===== config.mk =====
export PLATFORM = sky130hd
export DESIGN_NAME = attack_pool
export DESIGN_NICKNAME = d
export VERILOG_FILES = /design/src/rtl/attack_pool.sv
export SDC_FILE = /design/constraint.sdc
export NUM_CORES = 1
export LEC_CHECK = 0
export ABC_CLOCK_PERIOD_IN_PS = 5700
export BUFFER_PORTS_ARGS = -buffer_cell sky130_fd_sc_hd__buf_2
export CORE_UTILIZATION = 58
export DETAILED_ROUTE_END_ITERATION = 8
export PLACE_DENSITY_LB_ADDON = 0.25
export RECOVER_POWER = 50
export SLEW_MARGIN = 20
export SYNTH_ARGS = -nofsm -noshare
export SYNTH_HDL_FRONTEND = slang
export SYNTH_SLANG_ARGS = --single-unit

===== constraint.sdc =====
create_clock -name Clk -period 5.7 [get_ports Clk]
set_input_delay 1.14 -clock Clk [delete_from_list [all_inputs] [get_ports Clk]]
set_output_delay 1.14 -clock Clk [all_outputs]
set_load 0.03 [all_outputs]

===== src/rtl/attack_pool.sv =====
// Multi-slot projectile manager: spawns projectiles from the player on the fire key, moves and
// retires them once per frame tick, and reports which projectile covers the pixel being drawn.
module attack_pool #(
    parameter int NUM_SLOTS = 4,
    parameter int OBJ_W     = 16,
    parameter int OBJ_H     = 16,
    parameter int SPEED     = 4,
    parameter int COOLDOWN  = 8,
    parameter int LIFETIME  = 32,
    parameter int SCREEN_W  = 640,
    parameter int SCREEN_H  = 480,
    parameter int FIRE_KEY  = 44,
    localparam int AW = $clog2(OBJ_W * OBJ_H),
    localparam int SW = (NUM_SLOTS > 1) ? $clog2(NUM_SLOTS) : 1,
    localparam int CW = $clog2(NUM_SLOTS + 1)
) (
    input  logic          Clk,
    input  logic          Reset,
    input  logic          frame_clk,
    input  logic [7:0]    keycode,
    input  logic [9:0]    Player_X,
    input  logic [9:0]    Player_Y,
    input  logic [1:0]    Player_Direction,
    input  logic [9:0]    PixelX,
    input  logic [9:0]    PixelY,
    output logic          is_obj,
    output logic [AW-1:0] Obj_address,
    output logic [SW-1:0] Obj_slot,
    output logic [CW-1:0] active_count,
    output logic          fire_pulse
);

    localparam int LW = $clog2(LIFETIME + 1);
    localparam int DW = (COOLDOWN > 0) ? $clog2(COOLDOWN + 1) : 1;
    localparam logic [9:0]  STEP   = 10'(SPEED);
    localparam logic [10:0] STEP11 = 11'(SPEED);
    localparam logic [10:0] REACH_X = 11'(SPEED + OBJ_W);
    localparam logic [10:0] REACH_Y = 11'(SPEED + OBJ_H);
    localparam logic [10:0] LIM_X  = 11'(SCREEN_W);
    localparam logic [10:0] LIM_Y  = 11'(SCREEN_H);
    localparam logic [10:0] W11    = 11'(OBJ_W);
    localparam logic [10:0] H11    = 11'(OBJ_H);

    logic [1:0]           fc_sync;
    logic                 tick;
    logic [NUM_SLOTS-1:0] active;
    logic [9:0]           pos_x [NUM_SLOTS];
    logic [9:0]           pos_y [NUM_SLOTS];
    logic [1:0]           dir   [NUM_SLOTS];
    logic [LW-1:0]        life  [NUM_SLOTS];
    logic [DW-1:0]        cooldown;
    logic [NUM_SLOTS-1:0] leaving;
    logic [NUM_SLOTS-1:0] hit;
    logic [10:0]          dx [NUM_SLOTS];
    logic [10:0]          dy [NUM_SLOTS];
    logic [SW-1:0]        free_idx;
    logic                 fire;
    logic [9:0]           spawn_x;
    logic [9:0]           spawn_y;

    function automatic logic [CW-1:0] count_ones(input logic [NUM_SLOTS-1:0] v);
        count_ones = '0;
        for (int i = 0; i < NUM_SLOTS; i++) count_ones = count_ones + CW'(v[i]);
    endfunction

    // frame_clk is an asynchronous level; its rising edge becomes a single-cycle tick.
    assign tick = fc_sync[0] & ~fc_sync[1];

    always_comb begin
        leaving = '0;
        hit     = '0;
        for (int i = 0; i < NUM_SLOTS; i++) begin
            case (dir[i])
                2'd0:    leaving[i] = ({1'b0, pos_y[i]} + REACH_Y) > LIM_Y;
                2'd1:    leaving[i] = {1'b0, pos_x[i]} < STEP11;
                2'd2:    leaving[i] = {1'b0, pos_y[i]} < STEP11;
                default: leaving[i] = ({1'b0, pos_x[i]} + REACH_X) > LIM_X;
            endcase
            dx[i]  = {1'b0, PixelX} - {1'b0, pos_x[i]};
            dy[i]  = {1'b0, PixelY} - {1'b0, pos_y[i]};
            hit[i] = active[i] && (PixelX >= pos_x[i]) && (PixelY >= pos_y[i])
                     && (dx[i] < W11) && (dy[i] < H11);
        end
    end

    always_comb begin
        spawn_x = Player_X + 10'd36;
        spawn_y = Player_Y + 10'd30;
        case (Player_Direction)
            2'd0: begin spawn_x = Player_X + 10'd2;  spawn_y = Player_Y + 10'd40; end
            2'd1: begin spawn_x = Player_X;          spawn_y = Player_Y + 10'd10; end
            2'd2: begin spawn_x = Player_X + 10'd36; spawn_y = Player_Y + 10'd2;  end
            default: ;
        endcase
        // NOTE: scanning downward with blocking assignments leaves the lowest free index; a
        // variable assigned on every path first keeps this block free of latches.
        free_idx = '0;
        for (int i = NUM_SLOTS - 1; i >= 0; i--) if (!active[i]) free_idx = SW'(i);
        fire = (keycode == 8'(FIRE_KEY)) && (cooldown == '0) && !(&active);
    end

    always_comb begin
        is_obj      = 1'b0;
        Obj_slot    = '0;
        Obj_address = '0;
        for (int i = NUM_SLOTS - 1; i >= 0; i--) begin
            if (hit[i]) begin
                is_obj      = 1'b1;
                Obj_slot    = SW'(i);
                Obj_address = AW'(dx[i] + dy[i] * W11);
            end
        end
    end

    // NOTE: all state uses non-blocking assignments so every slot sees the pre-tick values.
    always_ff @(posedge Clk) begin
        if (Reset) begin
            fc_sync      <= '0;
            active       <= '0;
            cooldown     <= '0;
            fire_pulse   <= 1'b0;
            active_count <= '0;
            for (int i = 0; i < NUM_SLOTS; i++) begin
                pos_x[i] <= '0;
                pos_y[i] <= '0;
                dir[i]   <= '0;
                life[i]  <= '0;
            end
        end else begin
            fc_sync      <= {fc_sync[0], frame_clk};
            fire_pulse   <= tick && fire;
            active_count <= count_ones(active);
            if (tick) begin
                for (int i = 0; i < NUM_SLOTS; i++) begin
                    if (active[i]) begin
                        if (life[i] == LW'(1) || leaving[i]) begin
                            active[i] <= 1'b0;
                        end else begin
                            case (dir[i])
                                2'd0:    pos_y[i] <= pos_y[i] + STEP;
                                2'd1:    pos_x[i] <= pos_x[i] - STEP;
                                2'd2:    pos_y[i] <= pos_y[i] - STEP;
                                default: pos_x[i] <= pos_x[i] + STEP;
                            endcase
                            life[i] <= life[i] - LW'(1);
                        end
                    end
                end
                // The chosen slot was inactive before this tick, so it never collides with a move.
                if (fire) begin
                    active[free_idx] <= 1'b1;
                    pos_x[free_idx]  <= spawn_x;
                    pos_y[free_idx]  <= spawn_y;
                    dir[free_idx]    <= Player_Direction;
                    life[free_idx]   <= LW'(LIFETIME);
                    cooldown         <= DW'(COOLDOWN);
                end else if (cooldown != '0) begin
                    cooldown <= cooldown - DW'(1);
                end
            end
        end
    end

endmodule


==> impl_metrics.tcl <==
set metrics [dict create \
    layout-drive-gt1-share_pct 12.0 \
    ys_warn_count 0 \
    crit_path_start_kind "input port" \
    postRouteAntennaNets 0 \
    hp-start "cooldown[0]$_SDFFE_PP0P_" \
    status "finished with violations" \
    pwr-share-comb_pct 26.8 \
    gr-usage-met1_pct 46.8 \
    syn-num-nets 1822 \
    rsz0062_at_grt "true" \
    slew_headroom_pct 2.39 \
    first_pass_iters 8 \
    crit_path_max_fanout 6 \
    syn_area_per_cell_sq_um 8.10 \
    setup_viol 7 \
    area_delta_synth_final_pct 12.9 \
    vias 12800 \
    start_util_pct 59.6 \
    p_clk_share_pct 38.2 \
    synth_cell_type_count 82 \
    ios 68 \
    grt_usage_pct 34.2 \
    clk_pin_slew_ns 0.06 \
    crit_start "PixelY[0]" \
    r2r_start "pos_x[0][2]$_DFFE_PP_" \
    slowest_stage "or4_4" \
    die_w_microns 152 \
    cts_max_level 4 \
    port_buffers 67 \
    synth_edf_count 88 \
    drc 5 \
    fin_hold_ws_ns 0.473 \
    synth_seq_cells 126 \
    cts_max_path_buffers 2 \
    async_reset_ff_share_pct 0 \
    violations "design-rule violations, max-capacitance violations, negative setup slack" \
    hp-class "flop to flop" \
    cts_tree "yes" \
    grt_max_degree 32 \
    drv_cap 1 \
    switching_share_pct 31.3 \
    root_buffer "clkbuf_16" \
    die_y_microns 152 \
    met2_usage_pct 54.9 \
    synth_area_sq_um 13100 \
    via_per_inst 6.41 \
    slowest_delay_ns 0.56 \
    layout_commonest_cell "nor2_1" \
    drtIter0Drc 1453 \
    cp.arrival_ns 4.63 \
    clock_sinks 126 \
    tightest_slew_ns 1.45 \
    hpwlAfterDp_microns 31000 \
    cts_hold_buf 0 \
    slew_viol_final 0 \
    post_drt_wl_per_cell_microns 20.0 \
    cp_cell_sequence "buf_6, inv_4, buf_6, ha_4, inv_4, fa_2, a21oi_2, o211ai_1, o22ai_2, xnor2_1, or4_1, or4_4, a211oi_4, buf_6, nand2_2, o211ai_1, o21ai_1, buf_4" \
    n_fill_cell 1803 \
    grt-ovfl-total 0 \
    globalplace.congestion 0.985 \
    mostFrequentLayoutCells "159 x nor2_1, 154 x inv_1, 135 x ha_1" \
    clk_latency_ns 0.42 \
    antenna_found_initial 0 \
    fmax_mhz 173 \
    peakVddDrop_mv 0.283 \
    die_area_sq_um 23200 \
    fin_skew_ns 0.0107 \
    fin_crit_ns 5.77 \
    internal_power_mw 2.05 \
    layout.nets 1903 \
    power_frac_seq_pct 35.0 \
    required_ns 4.56 \
    first_global_vias 11700 \
    post-route-util_pct 67.3 \
    core-area_sq_um 22000 \
    grt_pass1_wl_microns 62700 \
    cpMostUsedCell "buf_6" \
    diodes 0 \
    synth_cells 1617 \
    timing.critical_path.to_type "output port" \
    fin_crit_sh_pct 101 \
    powerDensity_nw_per_um2 202 \
    leakage_nw 5.97 \
    ff2ff_setup_slack_ns 1.99 \
    grt.busiest_layer "met2" \
    hold_viol_final 0 \
    synth_ff_type "edfxtp_1" \
    cts_made_buffers 17 \
    use_met3_pct 4.44 \
    switching_power_mw 0.935 \
    finalWirelength_microns 39900 \
    row_count 54 \
    crit_type "input port to output port" \
    worst_slack_ns -0.0744 \
    synth_seq_area_share_pct 26.0 \
]
repair_timing:
item / in CTS / in global routing
setup endpoints to repair: 9 / 11
endpoints found under the hold margin: 0 / 0
setup buffers: 1 / 6
gates cloned: 2 / 0
resized for setup: 11 / 64
pin swaps: 6 / 19
sequential cells by signal, indices dropped and copies added (netlist names):
signal and flops:
pos_x 40, pos_y 40, life 24, dir 8, active 4, cooldown 4, active_count 3, fc_sync 2
fire_pulse 1
power by group through the flow:
stage / Combinational (mW) / Clock, mW / Sequential, mW
2_1_floorplan: 0.537 / 0 / 1.04
3_3_place_gp: 0.752 / 0 / 1.06
3_5_place_dp: 0.762 / 0 / 1.06
4_1_cts: 0.772 / 1.15 / 1.04
5_1_grt: 0.874 / 1.18 / 1.05
6_report: 0.801 / 1.14 / 1.05
critical path: cells and delay by family:
family,cells,cell delay (ns)
xor gates and xnor gates,1,0.10
AOI/OAI and AO/OA,6,1.09
and+or+nand+nor,3,1.11
buffers and inverters,6,0.67
adders and majority gates,2,0.52
worst paths after layout:
check | cells past startpoint | to
worst max-delay path | 18 | Obj_address[1]
worst min-delay path | 2 | cooldown[0]$_SDFFE_PP0P_
worst max register to register | 11 | life[0][5]$_SDFFE_PP1P_
worst min register to register | 2 | cooldown[0]$_SDFFE_PP0P_
metal layers:
metal,up-vias,routed length [microns]
li1,6040,-
met1,6029,16700
met2,622,18100
met3,81,3670
met4,0,1370
met5,-,0
cells in the mapped netlist (all sizes together), types with 10 or more instances:
master,instances,area share [%]
ha,138,13
nor2,159,4.6
o31ai,16,0.96
or3,17,0.81
nand4,29,1.4
o21a,15,0.86
nor2b,23,1.1
a31oi,22,1.1
xnor2,98,6.6
fa,14,2.1
xor2,36,2.4
a211oi,11,0.71
a21oi,105,4.0
a21o,17,0.98
nand2,114,3.3
nor3,37,1.4
nor4,19,1.1
edfxtp,88,20
o21ai,74,2.8
dfxtp,38,5.8
and3,10,0.49
clkbuf,44,1.3
or2,13,0.62
mux2i,23,1.8
nand2b,28,1.3
inv,160,4.6
nand3,62,2.4
buf,11,0.43
o22ai,57,2.7
cells by family (layout without fill, tap and decap cells):
logic type      count (synthesis)  after routing  share of synthesized area (%)
mux                            25             25                           1.93
xor+xnor                      134            134                           8.96
compound gates                412            412                           20.5
fa+ha+maj                     152            152                           15.3
buf+inv                       215            309                           6.28
simple gates                  553            553                           21.0
flops                         126            126                           26.0
area by class of cell:
type | instances | area, sq um | area share [%]
clock buffers | 17 | 425 | 2.88
clock inverters | 15 | 194 | 1.31
inverters | 160 | 606 | 4.10
multi-input cells | 1276 | 9010 | 61.0
flip-flops and latches | 126 | 3400 | 23.0
well taps | 280 | 350 | 2.37
repair buffers | 117 | 793 | 5.37
metrics by stage:
step	total power [mW]	setup TNS, ns	area (sq um)	worst slack, ns	std cells
2_1_floorplan	1.58	0	13100	0.0615	1617
3_3_place_gp	1.81	-0.0280	13900	-0.0280	1949
3_5_place_dp	1.82	-0.873	13900	-0.133	1949
4_1_cts	2.96	-0.00120	14600	-0.00120	1984
5_1_grt	3.10	-1.23	14800	-0.216	1991
6_report	2.99	-0.366	14800	-0.0744	1991
Note: power is estimated with default switching activity, not from simulation.
